**src/rtl/mem_bus_arbiter.sv**
```systemverilog
// mem_bus_arbiter: shares one single-ported memory bus between the
// instruction-fetch requester (I) and the load/store requester (D).
// Each access runs IDLE -> BUS -> RESP. Data has fixed priority, but I is
// forced through after STARVE_LIMIT consecutive D grants. A bus phase that
// sees no iMemAck within TIMEOUT cycles is aborted with a bus-error pulse.
module mem_bus_arbiter #(
  parameter int STARVE_LIMIT = 4,
  parameter int TIMEOUT      = 255
) (
  input  logic        iCLK,
  input  logic        iRST,
  input  logic        iReqI,
  input  logic [31:0] iAddrI,
  output logic [31:0] oRDataI,
  output logic        oAckI,
  input  logic        iReqD,
  input  logic        iWED,
  input  logic [3:0]  iBED,
  input  logic [31:0] iAddrD,
  input  logic [31:0] iWDataD,
  output logic [31:0] oRDataD,
  output logic        oAckD,
  output logic        oMemReq,
  output logic        oMemWE,
  output logic [3:0]  oMemBE,
  output logic [31:0] oMemAddr,
  output logic [31:0] oMemWData,
  input  logic [31:0] iMemRData,
  input  logic        iMemAck,
  output logic        oBusErr,
  output logic [1:0]  oGrant
);

  localparam logic [3:0] LP_STARVE  = 4'(STARVE_LIMIT);
  localparam logic [7:0] LP_TIMEOUT = 8'(TIMEOUT);

  localparam logic [1:0] GRANT_NONE = 2'b00;
  localparam logic [1:0] GRANT_I    = 2'b01;
  localparam logic [1:0] GRANT_D    = 2'b10;

  typedef enum logic [1:0] {
    IDLE = 2'd0,
    BUS  = 2'd1,
    RESP = 2'd2
  } state_t;

  state_t      r_state;
  logic [3:0]  r_starve;
  logic [7:0]  r_tcnt;
  logic        r_memReq;
  logic        r_memWE;
  logic [3:0]  r_memBE;
  logic [31:0] r_memAddr;
  logic [31:0] r_memWData;
  logic [1:0]  r_grant;
  logic        r_ackI;
  logic        r_ackD;
  logic [31:0] r_rdataI;
  logic [31:0] r_rdataD;
  logic        r_busErr;

  logic        w_grantD;
  logic        w_grantI;
  logic [7:0]  w_tnext;
  logic [31:0] w_respData;

  // D wins arbitration unless I is waiting and has already been passed over
  // STARVE_LIMIT times in a row; writes and aborted reads return zero data.
  always_comb begin
    w_grantD   = iReqD && !(iReqI && (r_starve == LP_STARVE));
    w_grantI   = !w_grantD && iReqI;
    w_tnext    = r_tcnt + 8'd1;
    w_respData = (iMemAck && !r_memWE) ? iMemRData : 32'h0;
  end

  // Single access sequencer: grants in IDLE, waits for the memory in BUS,
  // and pulses the owner's ack (plus any bus error) for one cycle in RESP.
  always_ff @(posedge iCLK or negedge iRST) begin
    if (!iRST) begin
      r_state    <= IDLE;
      r_starve   <= 4'd0;
      r_tcnt     <= 8'd0;
      r_memReq   <= 1'b0;
      r_memWE    <= 1'b0;
      r_memBE    <= 4'h0;
      r_memAddr  <= 32'h0;
      r_memWData <= 32'h0;
      r_grant    <= GRANT_NONE;
      r_ackI     <= 1'b0;
      r_ackD     <= 1'b0;
      r_rdataI   <= 32'h0;
      r_rdataD   <= 32'h0;
      r_busErr   <= 1'b0;
    end else begin
      case (r_state)
        IDLE: begin
          r_tcnt <= 8'd0;
          if (w_grantD) begin
            r_state    <= BUS;
            r_memReq   <= 1'b1;
            r_memWE    <= iWED;
            r_memBE    <= iBED;
            r_memAddr  <= iAddrD;
            r_memWData <= iWDataD;
            r_grant    <= GRANT_D;
            if (!iReqI) begin
              r_starve <= 4'd0;
            end else if (r_starve != LP_STARVE) begin
              r_starve <= r_starve + 4'd1;
            end
          end else if (w_grantI) begin
            r_state    <= BUS;
            r_memReq   <= 1'b1;
            r_memWE    <= 1'b0;
            r_memBE    <= 4'hF;
            r_memAddr  <= iAddrI;
            r_memWData <= 32'h0;
            r_grant    <= GRANT_I;
            r_starve   <= 4'd0;
          end
        end

        BUS: begin
          r_tcnt <= w_tnext;
          if (iMemAck || (w_tnext == LP_TIMEOUT)) begin
            r_state  <= RESP;
            r_memReq <= 1'b0;
            r_busErr <= !iMemAck;
            if (r_grant == GRANT_I) begin
              r_ackI   <= 1'b1;
              r_rdataI <= w_respData;
            end else begin
              r_ackD   <= 1'b1;
              r_rdataD <= w_respData;
            end
          end
        end

        RESP: begin
          r_state    <= IDLE;
          r_tcnt     <= 8'd0;
          r_memWE    <= 1'b0;
          r_memBE    <= 4'h0;
          r_memAddr  <= 32'h0;
          r_memWData <= 32'h0;
          r_grant    <= GRANT_NONE;
          r_ackI     <= 1'b0;
          r_ackD     <= 1'b0;
          r_rdataI   <= 32'h0;
          r_rdataD   <= 32'h0;
          r_busErr   <= 1'b0;
        end

        default: begin
          r_state <= IDLE;
        end
      endcase
    end
  end

  assign oMemReq   = r_memReq;
  assign oMemWE    = r_memWE;
  assign oMemBE    = r_memBE;
  assign oMemAddr  = r_memAddr;
  assign oMemWData = r_memWData;
  assign oGrant    = r_grant;
  assign oAckI     = r_ackI;
  assign oAckD     = r_ackD;
  assign oRDataI   = r_rdataI;
  assign oRDataD   = r_rdataD;
  assign oBusErr   = r_busErr;

endmodule

```
**config.mk**
```make
export PLATFORM = sky130hd
export DESIGN_NAME = mem_bus_arbiter
export DESIGN_NICKNAME = d
export VERILOG_FILES = /design/src/rtl/mem_bus_arbiter.sv
export SDC_FILE = /design/constraint.sdc
export NUM_CORES = 1
export LEC_CHECK = 0
export CORE_MARGIN = 4
export CORE_UTILIZATION = 30
export DETAILED_ROUTE_END_ITERATION = 10
export DONT_BUFFER_PORTS = 1
export GPL_ROUTABILITY_DRIVEN = 1
export PLACE_DENSITY = 0.54
export RECOVER_POWER = 50
export SYNTH_ARGS = -nofsm -noshare
export SYNTH_HDL_FRONTEND = slang
export SYNTH_SLANG_ARGS = --single-unit
```
**constraint.sdc**
```tcl
create_clock -name iCLK -period 2.8 [get_ports iCLK]
set_clock_uncertainty 0.2 [all_clocks]
set_input_delay 0.84 -clock iCLK [delete_from_list [all_inputs] [get_ports iCLK]]
set_output_delay 0.84 -clock iCLK [all_outputs]
set_load 0.02 [all_outputs]
```
==> metrics.txt, run 1 <==
Synth async-reset ratio=100%; RSZ-0062 raised after global routing=false; TritonCTS buffer count=17; worst-case clock buffer depth=2; number of top-level pins=277; Hold Worst Slack=-0.0807 ns; path type of the worst setup path=reg -> reg; most common library cell in the layout ignoring fill and taps=sky130_fd_sc_hd__dfrtp_1; minimum setup slack in the final design=0.362 ns; average wire per standard cell=21.1 um; static leakage=3.42 nW; met2 Track Usage GR=25.4%; met3 usage=5.00%; Std-Cell Rows=55; detailed-placement wirelength estimate=14100 um; Chip Width=161 um; Syn Inst Count=695; count of TritonRoute iterations in the first routing pass=7; share of layout cells above drive strength 1=9.72%; origin of the worst setup path=r_tcnt[0]; fmax=410 MHz; most used cells in the layout excluding fill and tap cells=153 x sky130_fd_sc_hd__dfrtp_1, 121 x sky130_fd_sc_hd__nand2_1, 59 x sky130_fd_sc_hd__a22oi_1, 40 x sky130_fd_sc_hd__o21ai_0, 38 x sky130_fd_sc_hd__nor3b_1; synthesized net count=837; GP Congestion=0.772; crit share post-route=87.1%; Layout area overhead=14.1%; Filler Cell Count=2282; final instance area=0.00798 sq mm; area of the die=0.0258 sq mm; ys flop type=sky130_fd_sc_hd__dfrtp_1; number of design rule violations left after detail routing=0; Via density=5.42; most congested layer reported by global routing=met2; relative slew slack=30.3%; wire length of the first global-routing pass=33100 um; number of warning messages in the yosys log=0; Antenna Nets Post-Route=0; final slew viol count=0; data required time of the critical path=2.89 ns; via count=5428; EDFF count, synth=0; register area share after synthesis=54.7%; worst-path fanout max=29; Setup-failing EPs final=0; kind of launch point of the worst setup path=flop; violated checks=negative hold slack; number of instances resized during post-cts repair=0; core area=0.0228 sq mm; root buffer cell=sky130_fd_sc_hd__clkbuf_16; number of nets at the end of the flow=818; worst path arrival time=2.53 ns; final worst path period need=2.44 ns; Vert. Die Dim=161 um; CTS tree=done; via count of the first global-routing pass=5414; number of antenna violations at the first check in global routing=0; max capacitance violation total=0; synthesis-stage register bit count=153; htree depth=4; maximum resistive drop on vdd=0.531 mV; launching point of the worst reg2reg path=r_tcnt[0]; Pwr Density=1330 mW/mm^2; post-synthesis cell type count=46; post-detailed-routing wire length=21100 um; combined area of all synthesized cells=0.00700 sq mm; run status=complete, but fails checks; largest net degree at the start of global routing=154; met1 layer usage reported by global route=20.6%; setup TNS=0 ns; number of violations reported at the end of detailed-routing iteration 0=445; total setup buffers inserted after CTS=0; number of buffer cells added on primary ports=0; post-placement setup slack=0.156 ns; Final Hold Viols=153; Worst Max-Slew Pin Slew=1.04 ns; Diodes inserted=0; Overall Global Routing Usage=16.1%; per-instance average area after synthesis=10.1 sq um; Starting Density=30.7%; class of the tightest hold or removal check=in -> async; total grt overflow=0; Post-DP Area=0.00736 sq mm; clock network latency to the later pin of the worst-skew pair=0.42 ns; type of element capturing the critical path=flop; clock edge transition at the registers on the reported setup and hold paths=0.07 ns; sinks on the clock net=153
critical path: stages, from the launching register on:
cell and delay (ns):
sky130_fd_sc_hd__dfrtp_1 0.47, sky130_fd_sc_hd__ha_1 0.30, sky130_fd_sc_hd__nand3_1 0.11, sky130_fd_sc_hd__xor2_1 0.15, sky130_fd_sc_hd__a211o_1 0.36, sky130_fd_sc_hd__buf_4 0.30, sky130_fd_sc_hd__a221oi_1 0.33, sky130_fd_sc_hd__nand2_1 0.08
power breakdown:
group	leakage [nW]	switching [mW]	internal (mW)	total, mW
logic	1.33	1.65	1.37	3.02
clock network	0.302	1.01	1.45	2.46
registers	1.79	1.98	3.14	5.11
flip-flops by register name, indices dropped and copies added (netlist names), 2 cells and up:
signal and count:
oMemAddr 32, oGrant 2, oMemBE 4, oMemWData 32, oRDataD 32, r_starve 4
r_state 2, r_tcnt 8, oRDataI 32
area by class of cell:
class / instances / area (sq um) / area share (%)
well taps: 313 / 392 / 4.91
flip-flops and latches: 153 / 3830 / 48.0
inverters: 28 / 105 / 1.32
clock inverters: 14 / 185 / 2.32
repair buffers: 18 / 156 / 1.96
clock buffers: 18 / 439 / 5.50
multi-input cells: 458 / 2880 / 36.0
synthesized netlist by cell type, drive strengths merged (2+ instances only):
master / n / area (sq um)
and2: 10 / 62.6
o21ai: 41 / 205
buf: 10 / 78.8
inv: 28 / 105
a32o: 2 / 20.0
nand4b: 2 / 17.5
nor2: 25 / 104
nor3b: 38 / 285
nand2b: 6 / 37.5
a21o: 3 / 22.5
nor3: 6 / 30.0
a22oi: 59 / 443
xor2: 2 / 17.5
nor2b: 3 / 18.8
a21oi: 8 / 43.8
a22o: 34 / 298
a221oi: 4 / 41.3
nand3b: 2 / 15.0
nand2: 122 / 460
nand3: 35 / 175
a311oi: 9 / 78.8
ha: 4 / 50.1
a222oi: 23 / 230
a31oi: 2 / 12.5
xnor2: 6 / 52.6
clkbuf: 46 / 173
and3: 2 / 12.5
dfrtp: 153 / 3830
path summary, 6_finish.rpt:
path | end | depth (start not counted) | slack (ns)
min in group iCLK | r_starve[3] | 1 | 0.28
min | oRDataI[29] | 0 | -0.08
max in group asynchronous | oMemWData[4] | 0 | 2.24
max | oRDataI[4] | 7 | 0.36
min reg2reg | r_starve[3] | 1 | 0.28
max reg2reg | oRDataI[4] | 7 | 0.36
routing by layer:
metal	vias up	share of wire [%]	wire, um
li1	2484	-	-
met1	2704	41	8730
met2	206	48	10200
met3	34	7.7	1630
met4	0	2.6	558
met5	-	0	0
cells by family after synthesis:
logic type,Yosys count,share of synthesized area (%)
AO/OA/AOI/OAI,191,20.7
XOR/XNOR,8,1.00
adder cells (fa/ha/maj),4,0.715
buffers and inverters,84,5.10
flip-flops,153,54.7
AND/OR/NAND/NOR,255,17.8
metrics by stage:
stage / utilization [%] / instances / total power [mW]
2_1_floorplan: - / 695 / 7.19
3_3_place_gp: 32.3 / 970 / 8.16
3_5_place_dp: 32.3 / 970 / 8.26
4_1_cts: 35.1 / 1002 / 10.8
5_1_grt: 35.0 / 1002 / 11.4
6_report: 35.0 / 1002 / 10.6
(Power assumes the default switching activity.)
==> run 2: changes to the inputs <==
Clock period 2.8 ns to 2.3 ns, I/O delays scaled along.
==> run 2 against run 1 <==
The run still ends with negative hold slack left. Combinational power rose by 34%. Largest power group unchanged. Utilization is 0.86 points higher. Worst hold slack worse by 0.16 ns. Maximum frequency rose by 13%. Clock power grew 24%. Largest cell class unchanged. Routed wire length rose by 5.5%.
==> metrics.txt, run 2 (synthesis gave the netlist of run 1 again) <==
most common library cell in the layout ignoring fill and taps=sky130_fd_sc_hd__dfrtp_1; max capacitance violation total=0; overall power=13.3 mW; via count=5596; net switching power of the design=5.89 mW; post-detailed-routing wire length=22300 um; number of antenna violations at the first check in global routing=0; type of element capturing the critical path=flop; Filler Cell Count=2290; setup slack, reg-to-reg=0.13 ns; Via density=5.48; most used cells in the layout excluding fill and tap cells=152 x sky130_fd_sc_hd__dfrtp_1, 121 x sky130_fd_sc_hd__nand2_1, 59 x sky130_fd_sc_hd__a22oi_1, 40 x sky130_fd_sc_hd__o21ai_0, 38 x sky130_fd_sc_hd__nor3b_1; GP Congestion=0.763; Layout area overhead=16.9%; Worst Max-Slew Pin Slew=1.04 ns; largest net degree at the start of global routing=154; fmax=461 MHz; Setup-failing EPs final=0; TritonCTS buffer count=17; Overall Global Routing Usage=16.3%; wire length of the first global-routing pass=33400 um; sinks on the clock net=153; data required time of the critical path=2.40 ns; clock edge transition at the registers on the reported setup and hold paths=0.07 ns; crit share post-route=94.2%; via count of the first global-routing pass=5443; Hold Worst Slack=-0.237 ns; worst-case clock buffer depth=2; share of layout cells above drive strength 1=12.4%; path type of the worst setup path=reg -> reg; kind of launch point of the worst setup path=flop; violated checks=negative hold slack; Starting Density=30.7%; launching point of the worst reg2reg path=r_tcnt[1]; number of violations reported at the end of detailed-routing iteration 0=494; number of design rule violations left after detail routing=0; static leakage=3.52 nW; Final Hold Viols=153; detailed-placement wirelength estimate=14500 um; number of buffer cells added on primary ports=0; r2r worst-path depth=7; clock network fraction of total power=23.1%; RSZ-0062 raised after global routing=false; htree depth=4; Std-Cell Rows=55; Vert. Die Dim=161 um; CTS tree=done; Pwr Density=1620 mW/mm^2; average wire per standard cell=21.8 um; final worst path period need=2.17 ns; Diodes inserted=0; number of nets at the end of the flow=837; Antenna Nets Post-Route=0; total grt overflow=0; area of the die=0.0258 sq mm; maximum resistive drop on vdd=0.658 mV; count of TritonRoute iterations in the first routing pass=7; relative slew slack=30.8%; number of top-level pins=277; root buffer cell=sky130_fd_sc_hd__clkbuf_16; clock network latency to the later pin of the worst-skew pair=0.42 ns; R2R Path End=oRDataI[14]; Chip Width=161 um; Power Internal=7.38 mW; share of total power consumed by net switching=44.4%; core area=0.0228 sq mm; run status=complete, but fails checks; class of the tightest hold or removal check=in -> async; share of total power in combinational logic=30.5%; worst path arrival time=2.27 ns; final slew viol count=0; worst-path fanout max=16; power share of the sequential group=46.4%
[run 2: cell type report]
type	count	area (sq um)	area share [%]
tap	313	392	4.79
clock inverter	15	204	2.49
inverter	28	105	1.28
clock buffer	17	425	5.20
sequential	153	3830	46.8
timing repair buffer	34	305	3.73
multi-input combinational	461	2920	35.7
[run 2: layer usage]
metal  up-vias  global-route usage, %  wire [um]
li1       2533                      -          -
met1      2813                   21.1       9480
met2       221                   25.4      10500
met3        29                   5.44       1700
met4         0                   5.85        574
met5         -                      0          0
[run 2: timing repair]
action                                  4_1_cts  5_1_grt
setup buffers                                 0        0
endpoints found under the setup margin        4       81
hold endpoints to repair                    153      153
pin swaps                                     0        1
resized for setup                             1        5
cloned                                        0        3
[run 2: how the worst max path moves through the flow]
| stage | startpoint | to | depth (start not counted) |
|---|---|---|---|
| after CTS | r_tcnt[1] | oRDataI[4] | 6 |
| final | r_tcnt[1] | oRDataI[14] | 7 |
| after global placement | iReqI | oMemWData[11] | 5 |
| after detailed placement | iReqI | oMemWData[16] | 5 |
| after global routing | r_tcnt[1] | oRDataI[14] | 7 |
| after floorplan | iReqI | oMemWData[14] | 7 |
[run 2: critical path, stage by stage, from the launching register on]
cell and delay, ns:
sky130_fd_sc_hd__dfrtp_2 0.42, sky130_fd_sc_hd__nand3_1 0.13, sky130_fd_sc_hd__or3_1 0.32, sky130_fd_sc_hd__a211o_2 0.44, sky130_fd_sc_hd__buf_4 0.18, sky130_fd_sc_hd__buf_4 0.20, sky130_fd_sc_hd__nand2_1 0.08, sky130_fd_sc_hd__nand3_1 0.06
[run 2: power by group through the flow]
| stage | Clock (mW) | Combinational (mW) | Sequential, mW |
|---|---|---|---|
| final | 3.06 | 4.05 | 6.16 |
| after global routing | 3.30 | 4.56 | 6.30 |
| after CTS | 3.15 | 3.95 | 6.19 |
| after detailed placement | 0 | 3.95 | 6.23 |
| after global placement | 0 | 3.85 | 6.23 |
| after floorplan | 0 | 2.93 | 5.83 |
[run 2: through the flow]
stage | worst slack, ns | instances | setup TNS (ns) | instance area [sq um] | utilization, %
global route | 0.00105 | 1021 | 0 | 8180 | 35.9
finish | 0.133 | 1021 | 0 | 8180 | 35.9
floorplan | 0.0394 | 695 | 0 | 7000 | -
CTS | 0.0222 | 1018 | 0 | 8140 | 35.7
detailed placement | -0.167 | 986 | -2.57 | 7510 | 33.0
global placement | -0.158 | 986 | -2.42 | 7510 | 33.0
